File: src/rtl/uart_pkg.sv
// Shared definitions for the configurable UART transmitter.
//   - BaudW          : width of the baud divider input
//   - Bits5..Bits8   : data_bits_i codes (5..8 data bits)
//   - ParNone/ParEven/ParOdd/ParNoneAlt : parity_i codes
//   - tx_state_e     : transmitter FSM encoding (StParity exists only when
//                      UART_TX_PARITY_EN is defined)
//   - helper functions decoding the frame configuration
package uart_pkg;

  localparam int unsigned BaudW = 16;

  localparam logic [1:0] Bits5 = 2'b00;
  localparam logic [1:0] Bits6 = 2'b01;
  localparam logic [1:0] Bits7 = 2'b10;
  localparam logic [1:0] Bits8 = 2'b11;

  localparam logic [1:0] ParNone    = 2'b00;
  localparam logic [1:0] ParEven    = 2'b01;
  localparam logic [1:0] ParOdd     = 2'b10;
  localparam logic [1:0] ParNoneAlt = 2'b11;

  typedef enum logic [2:0] {
    StIdle   = 3'd0,
    StStart  = 3'd1,
    StData   = 3'd2,
`ifdef UART_TX_PARITY_EN
    StParity = 3'd3,
`endif
    StStop   = 3'd4
  } tx_state_e;

  // Index of the last data bit sent for a given length code.
  function automatic logic [2:0] last_bit_idx(input logic [1:0] data_bits);
    logic [2:0] idx;
    case (data_bits)
      Bits5:   idx = 3'd4;
      Bits6:   idx = 3'd5;
      Bits7:   idx = 3'd6;
      Bits8:   idx = 3'd7;
      default: idx = 3'd7;
    endcase
    return idx;
  endfunction

  // XOR of the data bits that will actually be shifted out.
  function automatic logic data_parity(input logic [7:0] data, input logic [1:0] data_bits);
    logic p;
    p = 1'b0;
    for (int i = 0; i < 8; i++) begin
      if (i <= int'(last_bit_idx(data_bits))) p = p ^ data[i];
    end
    return p;
  endfunction

  function automatic logic par_enabled(input logic [1:0] parity);
    logic en;
    case (parity)
      ParEven, ParOdd:     en = 1'b1;
      ParNone, ParNoneAlt: en = 1'b0;
      default:             en = 1'b0;
    endcase
    return en;
  endfunction

  function automatic logic par_odd(input logic [1:0] parity);
    return parity == ParOdd;
  endfunction

endpackage

File: src/rtl/sync_fifo.sv
// Circular synchronous FIFO with separate entry count so all DEPTH slots are usable.
// Ports:
//   clk_i, rst_ni     : clock, async active-low reset (pointers/count only)
//   push_i, wdata_i   : write request; ignored while full
//   pop_i, rdata_o    : read request; rdata_o shows the head entry
//   full_o, empty_o   : occupancy flags
//   level_o           : entry count, 0..DEPTH
module sync_fifo #(
  parameter int unsigned DEPTH = 16,
  parameter int unsigned WIDTH = 8
) (
  input  logic                     clk_i,
  input  logic                     rst_ni,
  input  logic                     push_i,
  input  logic [WIDTH-1:0]         wdata_i,
  input  logic                     pop_i,
  output logic [WIDTH-1:0]         rdata_o,
  output logic                     full_o,
  output logic                     empty_o,
  output logic [$clog2(DEPTH):0]   level_o
);

  localparam int unsigned PtrW = $clog2(DEPTH);
  localparam int unsigned CntW = PtrW + 1;
  localparam logic [CntW-1:0] CntOne   = CntW'(1);
  localparam logic [CntW-1:0] CntDepth = CntW'(DEPTH);
  localparam logic [PtrW-1:0] PtrOne   = PtrW'(1);

  logic [WIDTH-1:0] r_mem [DEPTH];
  logic [PtrW-1:0]  r_wr_ptr;
  logic [PtrW-1:0]  r_rd_ptr;
  logic [CntW-1:0]  r_count;
  logic             w_push_ok;
  logic             w_pop_ok;

  always_comb begin
    full_o    = (r_count == CntDepth);
    empty_o   = (r_count == '0);
    level_o   = r_count;
    rdata_o   = r_mem[r_rd_ptr];
    w_push_ok = push_i && !full_o;
    w_pop_ok  = pop_i && !empty_o;
  end

  always_ff @(posedge clk_i or negedge rst_ni) begin
    if (!rst_ni) begin
      r_wr_ptr <= '0;
      r_rd_ptr <= '0;
      r_count  <= '0;
    end else begin
      if (w_push_ok) r_wr_ptr <= r_wr_ptr + PtrOne;
      if (w_pop_ok)  r_rd_ptr <= r_rd_ptr + PtrOne;
      if (w_push_ok && !w_pop_ok)      r_count <= r_count + CntOne;
      else if (w_pop_ok && !w_push_ok) r_count <= r_count - CntOne;
    end
  end

  // Storage is not reset.
  always_ff @(posedge clk_i) begin
    if (w_push_ok) r_mem[r_wr_ptr] <= wdata_i;
  end

endmodule

File: src/rtl/uart_tx_cfg.sv
// Configurable UART transmitter with a TX byte queue.
// Optional feature: define UART_TX_PARITY_EN to compile in the parity bit;
// without it parity_i is ignored and every frame is sent without parity.
// Ports:
//   clk_i, rst_ni        : clock, async active-low reset
//   baud_div_i           : bit period minus one, in clk_i cycles
//   data_bits_i          : 00=5, 01=6, 10=7, 11=8 data bits
//   parity_i             : 00/11=none, 01=even, 10=odd
//   stop2_i              : 0=one stop bit, 1=two stop bits
//   we_i, data_i         : enqueue one byte per asserted cycle
//   stall_i              : holds off the start of a new frame
//   ovf_clr_i            : clears the sticky overflow flag
//   full_o/empty_o/level_o : queue status
//   busy_o               : a frame is in progress
//   overflow_o           : sticky, set by a write while full
//   tx_o                 : serial line, idles high
module uart_tx_cfg
  import uart_pkg::*;
#(
  parameter int unsigned FIFO_DEPTH = 16,
  parameter int unsigned LVL_W      = $clog2(FIFO_DEPTH) + 1
) (
  input  logic             clk_i,
  input  logic             rst_ni,
  input  logic [BaudW-1:0] baud_div_i,
  input  logic [1:0]       data_bits_i,
  input  logic [1:0]       parity_i,
  input  logic             stop2_i,
  input  logic             we_i,
  input  logic [7:0]       data_i,
  input  logic             stall_i,
  input  logic             ovf_clr_i,
  output logic             full_o,
  output logic             empty_o,
  output logic [LVL_W-1:0] level_o,
  output logic             busy_o,
  output logic             overflow_o,
  output logic             tx_o
);

  logic                        w_fifo_full;
  logic                        w_fifo_empty;
  logic [$clog2(FIFO_DEPTH):0] w_fifo_level;
  logic [7:0]                  w_fifo_rdata;
  logic                        w_tick;
  logic                        w_can_start;
  logic                        w_stop_done;
  logic                        w_pop;

  tx_state_e        r_state;
  logic [BaudW-1:0] r_baud_cnt;
  logic [7:0]       r_shift;
  logic [2:0]       r_bit_idx;
  logic [2:0]       r_last_idx;
  logic             r_stop2;
  logic             r_stop_idx;
  logic             r_tx;
  logic             r_overflow;
`ifdef UART_TX_PARITY_EN
  logic             r_par_en;
  logic             r_par_bit;
`else
  logic             w_unused_parity;
  assign w_unused_parity = ^parity_i;
`endif

  sync_fifo #(
    .DEPTH (FIFO_DEPTH),
    .WIDTH (8)
  ) u_fifo (
    .clk_i   (clk_i),
    .rst_ni  (rst_ni),
    .push_i  (we_i),
    .wdata_i (data_i),
    .pop_i   (w_pop),
    .rdata_o (w_fifo_rdata),
    .full_o  (w_fifo_full),
    .empty_o (w_fifo_empty),
    .level_o (w_fifo_level)
  );

  always_comb begin
    w_tick      = (r_baud_cnt == baud_div_i);
    w_can_start = !w_fifo_empty && !stall_i;
    // Last stop tick: second stop bit already running, or only one configured.
    w_stop_done = (r_state == StStop) && w_tick && (!r_stop2 || r_stop_idx);
    // Idle starts without waiting for a tick; STOP chains straight into START.
    w_pop       = w_can_start && ((r_state == StIdle) || w_stop_done);
  end

  always_ff @(posedge clk_i or negedge rst_ni) begin
    if (!rst_ni) begin
      r_state    <= StIdle;
      r_baud_cnt <= '0;
      r_shift    <= '0;
      r_bit_idx  <= '0;
      r_last_idx <= '0;
      r_stop2    <= 1'b0;
      r_stop_idx <= 1'b0;
      r_tx       <= 1'b1;
`ifdef UART_TX_PARITY_EN
      r_par_en   <= 1'b0;
      r_par_bit  <= 1'b0;
`endif
    end else if (w_pop) begin
      // Configuration is captured here and held for the whole frame.
      r_state    <= StStart;
      r_baud_cnt <= '0;
      r_shift    <= w_fifo_rdata;
      r_last_idx <= last_bit_idx(data_bits_i);
      r_stop2    <= stop2_i;
      r_tx       <= 1'b0;
`ifdef UART_TX_PARITY_EN
      r_par_en   <= par_enabled(parity_i);
      r_par_bit  <= data_parity(w_fifo_rdata, data_bits_i) ^ par_odd(parity_i);
`endif
    end else begin
      r_baud_cnt <= ((r_state == StIdle) || w_tick) ? '0 : r_baud_cnt + 16'd1;
      unique case (r_state)
        StIdle: begin
          r_tx <= 1'b1;
        end
        StStart: begin
          if (w_tick) begin
            r_state   <= StData;
            r_bit_idx <= '0;
            r_tx      <= r_shift[0];
            r_shift   <= r_shift >> 1;
          end
        end
        StData: begin
          if (w_tick) begin
            if (r_bit_idx == r_last_idx) begin
              r_state    <= StStop;
              r_tx       <= 1'b1;
              r_stop_idx <= 1'b0;
`ifdef UART_TX_PARITY_EN
              if (r_par_en) begin
                r_state <= StParity;
                r_tx    <= r_par_bit;
              end
`endif
            end else begin
              r_bit_idx <= r_bit_idx + 3'd1;
              r_tx      <= r_shift[0];
              r_shift   <= r_shift >> 1;
            end
          end
        end
`ifdef UART_TX_PARITY_EN
        StParity: begin
          if (w_tick) begin
            r_state    <= StStop;
            r_tx       <= 1'b1;
            r_stop_idx <= 1'b0;
          end
        end
`endif
        StStop: begin
          if (w_stop_done) begin
            r_state <= StIdle;
            r_tx    <= 1'b1;
          end else if (w_tick) begin
            r_stop_idx <= 1'b1;
          end
        end
        default: begin
          r_state <= StIdle;
          r_tx    <= 1'b1;
        end
      endcase
    end
  end

  // Sticky overflow: a dropped write wins over a same-cycle clear.
  always_ff @(posedge clk_i or negedge rst_ni) begin
    if (!rst_ni) begin
      r_overflow <= 1'b0;
    end else if (we_i && w_fifo_full) begin
      r_overflow <= 1'b1;
    end else if (ovf_clr_i) begin
      r_overflow <= 1'b0;
    end
  end

  always_comb begin
    full_o     = w_fifo_full;
    empty_o    = w_fifo_empty;
    level_o    = LVL_W'(w_fifo_level);
    busy_o     = (r_state != StIdle);
    overflow_o = r_overflow;
    tx_o       = r_tx;
  end

endmodule

File: config.mk
export PLATFORM = sky130hd
export DESIGN_NAME = uart_tx_cfg
export DESIGN_NICKNAME = d
export VERILOG_FILES = /design/src/rtl/uart_pkg.sv /design/src/rtl/sync_fifo.sv /design/src/rtl/uart_tx_cfg.sv
export SDC_FILE = /design/constraint.sdc
export NUM_CORES = 1
export LEC_CHECK = 0
export ABC_AREA = 1
export CORE_MARGIN = 2
export CORE_UTILIZATION = 54
export DETAILED_ROUTE_END_ITERATION = 8
export PLACE_DENSITY_LB_ADDON = 0.2
export SLEW_MARGIN = 30
export SYNTH_ARGS = -nofsm -noshare
export SYNTH_HDL_FRONTEND = slang
export SYNTH_HIERARCHICAL = 1
export SYNTH_SLANG_ARGS = --single-unit
File: constraint.sdc
create_clock -name clk_i -period 2.4 [get_ports clk_i]
set_input_delay 0.36 -clock clk_i [delete_from_list [all_inputs] [get_ports clk_i]]
set_output_delay 0.36 -clock clk_i [all_outputs]
set_load 0.02 [all_outputs]
Word level (Yosys, flattened, before mapping) --
Memory sizes are Yosys's and may differ from the RTL's. Cells that the tools add are included.
Storage, ports and cells: register bits 50, memory bits (writable) 128, output and inout port bits 10, word-level logic and storage cells 108, memories 1
Cells by class: $add $sub $neg 6, eq/ne operators 21, multiplexer cells 35, bitwise logic cells 1, reductions and logical operators 32
Memories:
- u_fifo.r_mem | depth 16, width 8, read ports 1, clocked after memory_dff 0, wr ports 1, line sync_fifo.sv:29 | logic [WIDTH-1:0] r_mem [DEPTH];
Operators with widths (count):
- two-way mux 16 bit | 2
- two-way mux 8 bit | 4
- two-way mux 3 bit | 8
- case mux 3 bit (4 select lines) | 2
- adder 16 x 1 -> 16 bit, second input constant | 1
- == test 16 bit | 1
- case mux 8 bit (2 select lines) | 1
- inequality test 3 x 2 -> 1 bit, second input constant | 5
- two-way mux 1 bit | 13
- inequality test 2 bit, second input constant | 6
- two-way mux 5 bit | 2
- AND reduction 5 bit | 2
- logical AND 1 bit | 9
- adder 4 x 1 -> 4 bit, second input constant | 2
- nonzero test 2 bit | 4
- zero test 1 bit | 6
- case mux 3 bit (2 select lines) | 1
- AND reduction 6 bit | 1
- nonzero test 3 bit | 2
- adder 5 x 1 -> 5 bit, second input constant | 1
- == test 5 bit, second input constant | 1
- zero test 5 bit | 1
- subtractor 5 x 1 -> 5 bit, second input constant | 1
- == test 2 bit, second input constant | 2
- 15 further kinds | 17

Logic depth before layout (Yosys ltp) --
depth in word-level cells 9, mapped depth 22

Cells and area by module --
Netlist, hierarchy kept.
Modules (own cells, without submodules):
- sync_fifo | instances 1, cells each 620, area an instance 6243.5 um^2, sequential area each 4169.0 um^2
- uart_tx_cfg | instances 1, cells each 290, area an instance 2160.8 um^2, sequential area each 927.1 um^2

Worst setup path before layout --
OpenSTA, ideal clock, no wires.
path type reg-to-reg, start reg u_fifo.r_count[0], in the netlist u_fifo/level_o[0], end reg u_fifo.r_count[4], in the netlist u_fifo/level_o[4], setup time 0.117 ns, arrival time 2.604 ns, required time 2.283 ns, setup slack -0.321 ns, stages on the path, launching flop included 17, buffers on the path 0, cells stage by stage dfrtp_1 nor2_1 nand4_1 inv_1 nor2_1 nand2_4 inv_2 nand2_1 ha_1 inv_1 ha_1 nand2_1 nand3_1 nand3_1 nand2_1 nand2_1 nand2_1
On the way: longest elaborated chain between the ends 8, elaborated cells between the ends (all ways) 17
RTL lines:
- start: declaration | line sync_fifo.sv:32 | logic [CntW-1:0] r_count;
- start signal: assignment | line sync_fifo.sv:53 | if (w_push_ok && !w_pop_ok) r_count <= r_count + CntOne;
- start signal: assignment | line sync_fifo.sv:54 | else if (w_pop_ok && !w_push_ok) r_count <= r_count - CntOne;
- zero test 5 bit * | line sync_fifo.sv:38 | empty_o = (r_count == '0);
- named net empty_o | line uart_tx_cfg.sv:34 | output logic empty_o,
- zero test 1 bit * | line uart_tx_cfg.sv:84 | w_can_start = !w_fifo_empty && !stall_i;
- logical AND 1 bit * | line uart_tx_cfg.sv:84
- logical AND 1 bit * | line uart_tx_cfg.sv:88 | w_pop = w_can_start && ((r_state == StIdle) || w_stop_done);
- named net w_pop | line uart_tx_cfg.sv:48 | logic w_pop;
- logical AND 1 bit * | line sync_fifo.sv:42 | w_pop_ok = pop_i && !empty_o;
- zero test 1 bit | line sync_fifo.sv:53
- logical AND 1 bit | line sync_fifo.sv:53
- two-way mux 5 bit or nonzero test 2 bit (tied branches)
The timed path passes the listed nets; every way through them passes the cells marked *. The select of a mux whose other input is x is not followed. A chain may end at the register's enable or synchronous reset.

Final worst setup path --
start in baud_div_i[3], end reg u_fifo.r_count[1], in the netlist u_fifo/level_o[1]
On the way: longest elaborated chain between the ends 9, elaborated cells between the ends (all ways) 11
RTL lines:
- start: declaration | line uart_tx_cfg.sv:25 | input logic [BaudW-1:0] baud_div_i,
- == test 16 bit * | line uart_tx_cfg.sv:83 | w_tick = (r_baud_cnt == baud_div_i);
- logical AND 1 bit * (2 in series) | line uart_tx_cfg.sv:86 | w_stop_done = (r_state == StStop) && w_tick && (!r_stop2 || r_stop_idx);
- logical OR 1 bit * | line uart_tx_cfg.sv:88
- logical AND 1 bit * | line uart_tx_cfg.sv:88
- named net w_pop | line uart_tx_cfg.sv:48
- logical AND 1 bit * | line sync_fifo.sv:42
- zero test 1 bit | line sync_fifo.sv:53
- logical AND 1 bit | line sync_fifo.sv:53
- two-way mux 5 bit or nonzero test 2 bit (tied branches)
The timed path passes the listed nets; every way through them passes the cells marked *.

==> qor.csv <==
metric,value,unit
final slew viol count,0,
min cycle time layout,2.27,ns
final hold vios,0,
Leak Pwr,4.55,nW
biggest cell delay along the critical path,0.48,ns
# IOs,44,
Worst path slowest cell,clkdlybuf4s50_1,
first drt pass iteration count,5,
placed cells,1163,
crit path kind,in2reg,
post-route ant nets,0,
Post-synth EDFFs,128,
Congestion Overflow GR,0,
Die Span Y,129,um
most frequent cell on the critical path,nand2_1,
post-DR vias/cell,5.12,
post-synthesis register bit count,178,
CTS tree,done,
worst skew pair latency,0.42,ns
"area leader, netlist",edfxtp_1,
HP Class,in2async,
Final #Nets,1052,
fin util,66.2,%
All-Layer GR Usage,23.5,%
"Top FF cell, synth",edfxtp_1,
Die Wd,129,um
synth unique cells,36,
top-count cell post-synth,nand2_1,
# rows,45,
Die Area,16600,um^2
initial core utilization,55.3,%
Post-Route WL,18.5,mm
PD cells,1100,nW/um^2
crit path DAT,2.58,ns
Syn Nets,956,
VDD IR-drop max,0.000606,V
synthesized area per cell,9.24,um^2
Core Box Area,15200,um^2
antenna violations before repair,0,
diode count,0,
outcome,completed,
critical path required time,2.70,ns
layout cells sized above 1,13.3,%
Routed WL per cell,15.3,um
gpl congestion,0.845,
1st-iter DRT viols,453,
number of global-route vias before repair,5876,
Synth Cell Area,8400,um^2
vias,6178,
largest net degree at the start of global routing,51,
top-area cell type share of the netlist area,45.7,%
Mapped Cells,910,
fin crit share,94.7,%
clock-pin slew of the registers on the worst-case setup and hold paths,0.06,ns
DRC,0,
"Cell Count, Final, Fillers Out",1207,
fmax,440,MHz
hpwl dp,12.1,mm
Post-synth ARST share,28.1,%
clk buf depth,2,
final setup violation count,0,
Startpoint Class,input port,
dominant cells by area after synthesis,"edfxtp_1 (46%), nand2_1 (15%), dfrtp_1 (15%), nand3_1 (5.3%), inv_1 (4.2%)",
Reg2Reg Setup Slack,0.13,ns
port bufs,41,
MaxCap Viol Count,0,
top post-synthesis cells by count,"nand2_1 (332), edfxtp_1 (128), inv_1 (94), nor2_1 (93), nand3_1 (89)",
Inserted Clock Buffers,17,
clk_skew,0.00550,ns
Num Clock Sinks,178,
worst-path maximum fanout,5,
worst-margin pin slew,0.693,ns
critical path cell sequence,"clkdlybuf4s50_1, inv_1, nand2_1, nand2_1, nor2_1, nand2_1, nor2_4, nand4_4, nand2_4, nand2_4, inv_4, nand2_4, ha_4, inv_6, fa_2, nand2_1, o21ai_0",
worst rel slew slack,53.6,%
CP Capture Type,flop,
synthesis-to-finish area growth,19.8,%
sequential share of the synthesized area,60.6,%
first-pass GRT wire length,29.5,mm
H-Tree Depth,4,
Yosys warning count,6,
Min Hold Slack,0.0396,ns
root buffer cell,clkbuf_16,
-- logic make-up (layout without fill, tap and decap cells) --
family                   count (synthesis)  count (layout)  share of synthesized area [%]
flip-flops                             178             178                           60.6
buffers and inverters                  135             244                           6.76
adder cells (fa/ha/maj)                 12              12                           1.88
AND/OR/NAND/NOR                        550             550                           27.8
AO/OA/AOI/OAI                           17              17                           1.01
XOR/XNOR                                18              18                           1.88
-- cell type report --
cell class / count / area [um^2]
Clock buffer: 20 / 437
Clock inverter: 12 / 163
Fill cell: 1206 / 5130
Inverter: 111 / 424
Multi-Input combinational cell: 597 / 2840
Sequential cell: 178 / 5100
Tap cell: 188 / 235
Timing Repair Buffer: 101 / 871
-- per-layer routing --
metal | wire [um] | global-route usage (%) | up-vias
li1 | - | - | 3102
met1 | 8380 | 32.4 | 2896
met2 | 8770 | 37.6 | 147
met3 | 889 | 4.32 | 33
met4 | 422 | 9.34 | 0
met5 | 0 | 0 | -
-- cells in the final DEF (no fill, tap or decap), types with 4 or more instances in the layout --
cell type,n
nor2_1,90
nor2_4,5
o21ai_0,11
buf_4,59
xor2_1,11
nand4_1,8
ha_1,8
clkinv_1,5
xnor2_1,7
inv_1,92
nand2_1,329
bufinv_16,4
nand3_1,87
dfrtp_1,47
edfxtp_1,128
clkdlybuf4s50_1,39
clkbuf_16,17
nand2_2,4
inv_2,15
nor3b_1,5
-- worst max-delay path: cells and delay by family --
family	cells	cell delay, ns
adders and majority gates	2	0.60
and+or+nand+nor	10	0.86
AOI/OAI and AO/OA	1	0.07
buffers and inverters	4	0.67
-- metrics by stage --
stage | setup TNS (ns) | setup slack, ns | power, mW | cell area, um^2
after floorplan | 0 | 0.00960 | 6.77 | 8430
after global placement | -1.47 | -0.431 | 7.99 | 9290
after detailed placement | -1.89 | -0.529 | 8.10 | 9290
after CTS | 0 | 0.00204 | 11.0 | 9930
after global routing | -0.0394 | -0.0203 | 11.8 | 10100
final | 0 | 0.126 | 11.1 | 10100
-- repair_timing --
item,CTS,global route
endpoints found under the setup margin,2,3
gates resized for setup,3,14
pin swaps,2,17
gates cloned,0,0
hold buffers,0,0
setup buffers,3,9
-- path summary, 6_finish.rpt --
kind | depth (start not counted) | to | startpoint
worst max-delay path | 17 | u_fifo/level_o[1] | baud_div_i[3]
worst min-delay path | 2 | r_baud_cnt[13] | rst_ni
worst max register to register | 14 | u_fifo/level_o[1] | r_baud_cnt[11]
worst min register to register | 2 | tx_o | tx_o
max in group asynchronous | 2 | u_fifo/level_o[0] | rst_ni
min in group clk_i | 2 | tx_o | tx_o
-- registers in the layout (all words and copies together), names as in the netlist, 3 cells and up --
signal / count
u_fifo/r_mem: 128
r_baud_cnt: 16
r_shift: 8
u_fifo/level_o: 5
u_fifo/r_rd_ptr: 4
u_fifo/r_wr_ptr: 4
r_bit_idx: 3
r_last_idx: 3
r_state: 3
-- power breakdown --
part	internal (mW)	switching, mW	leakage [nW]
logic	1.47	2.71	2.46
clock network	1.73	1.10	0.291
registers	3.77	0.302	1.80
total	6.97	4.11	4.55
Power figures use the tool's default switching activity.
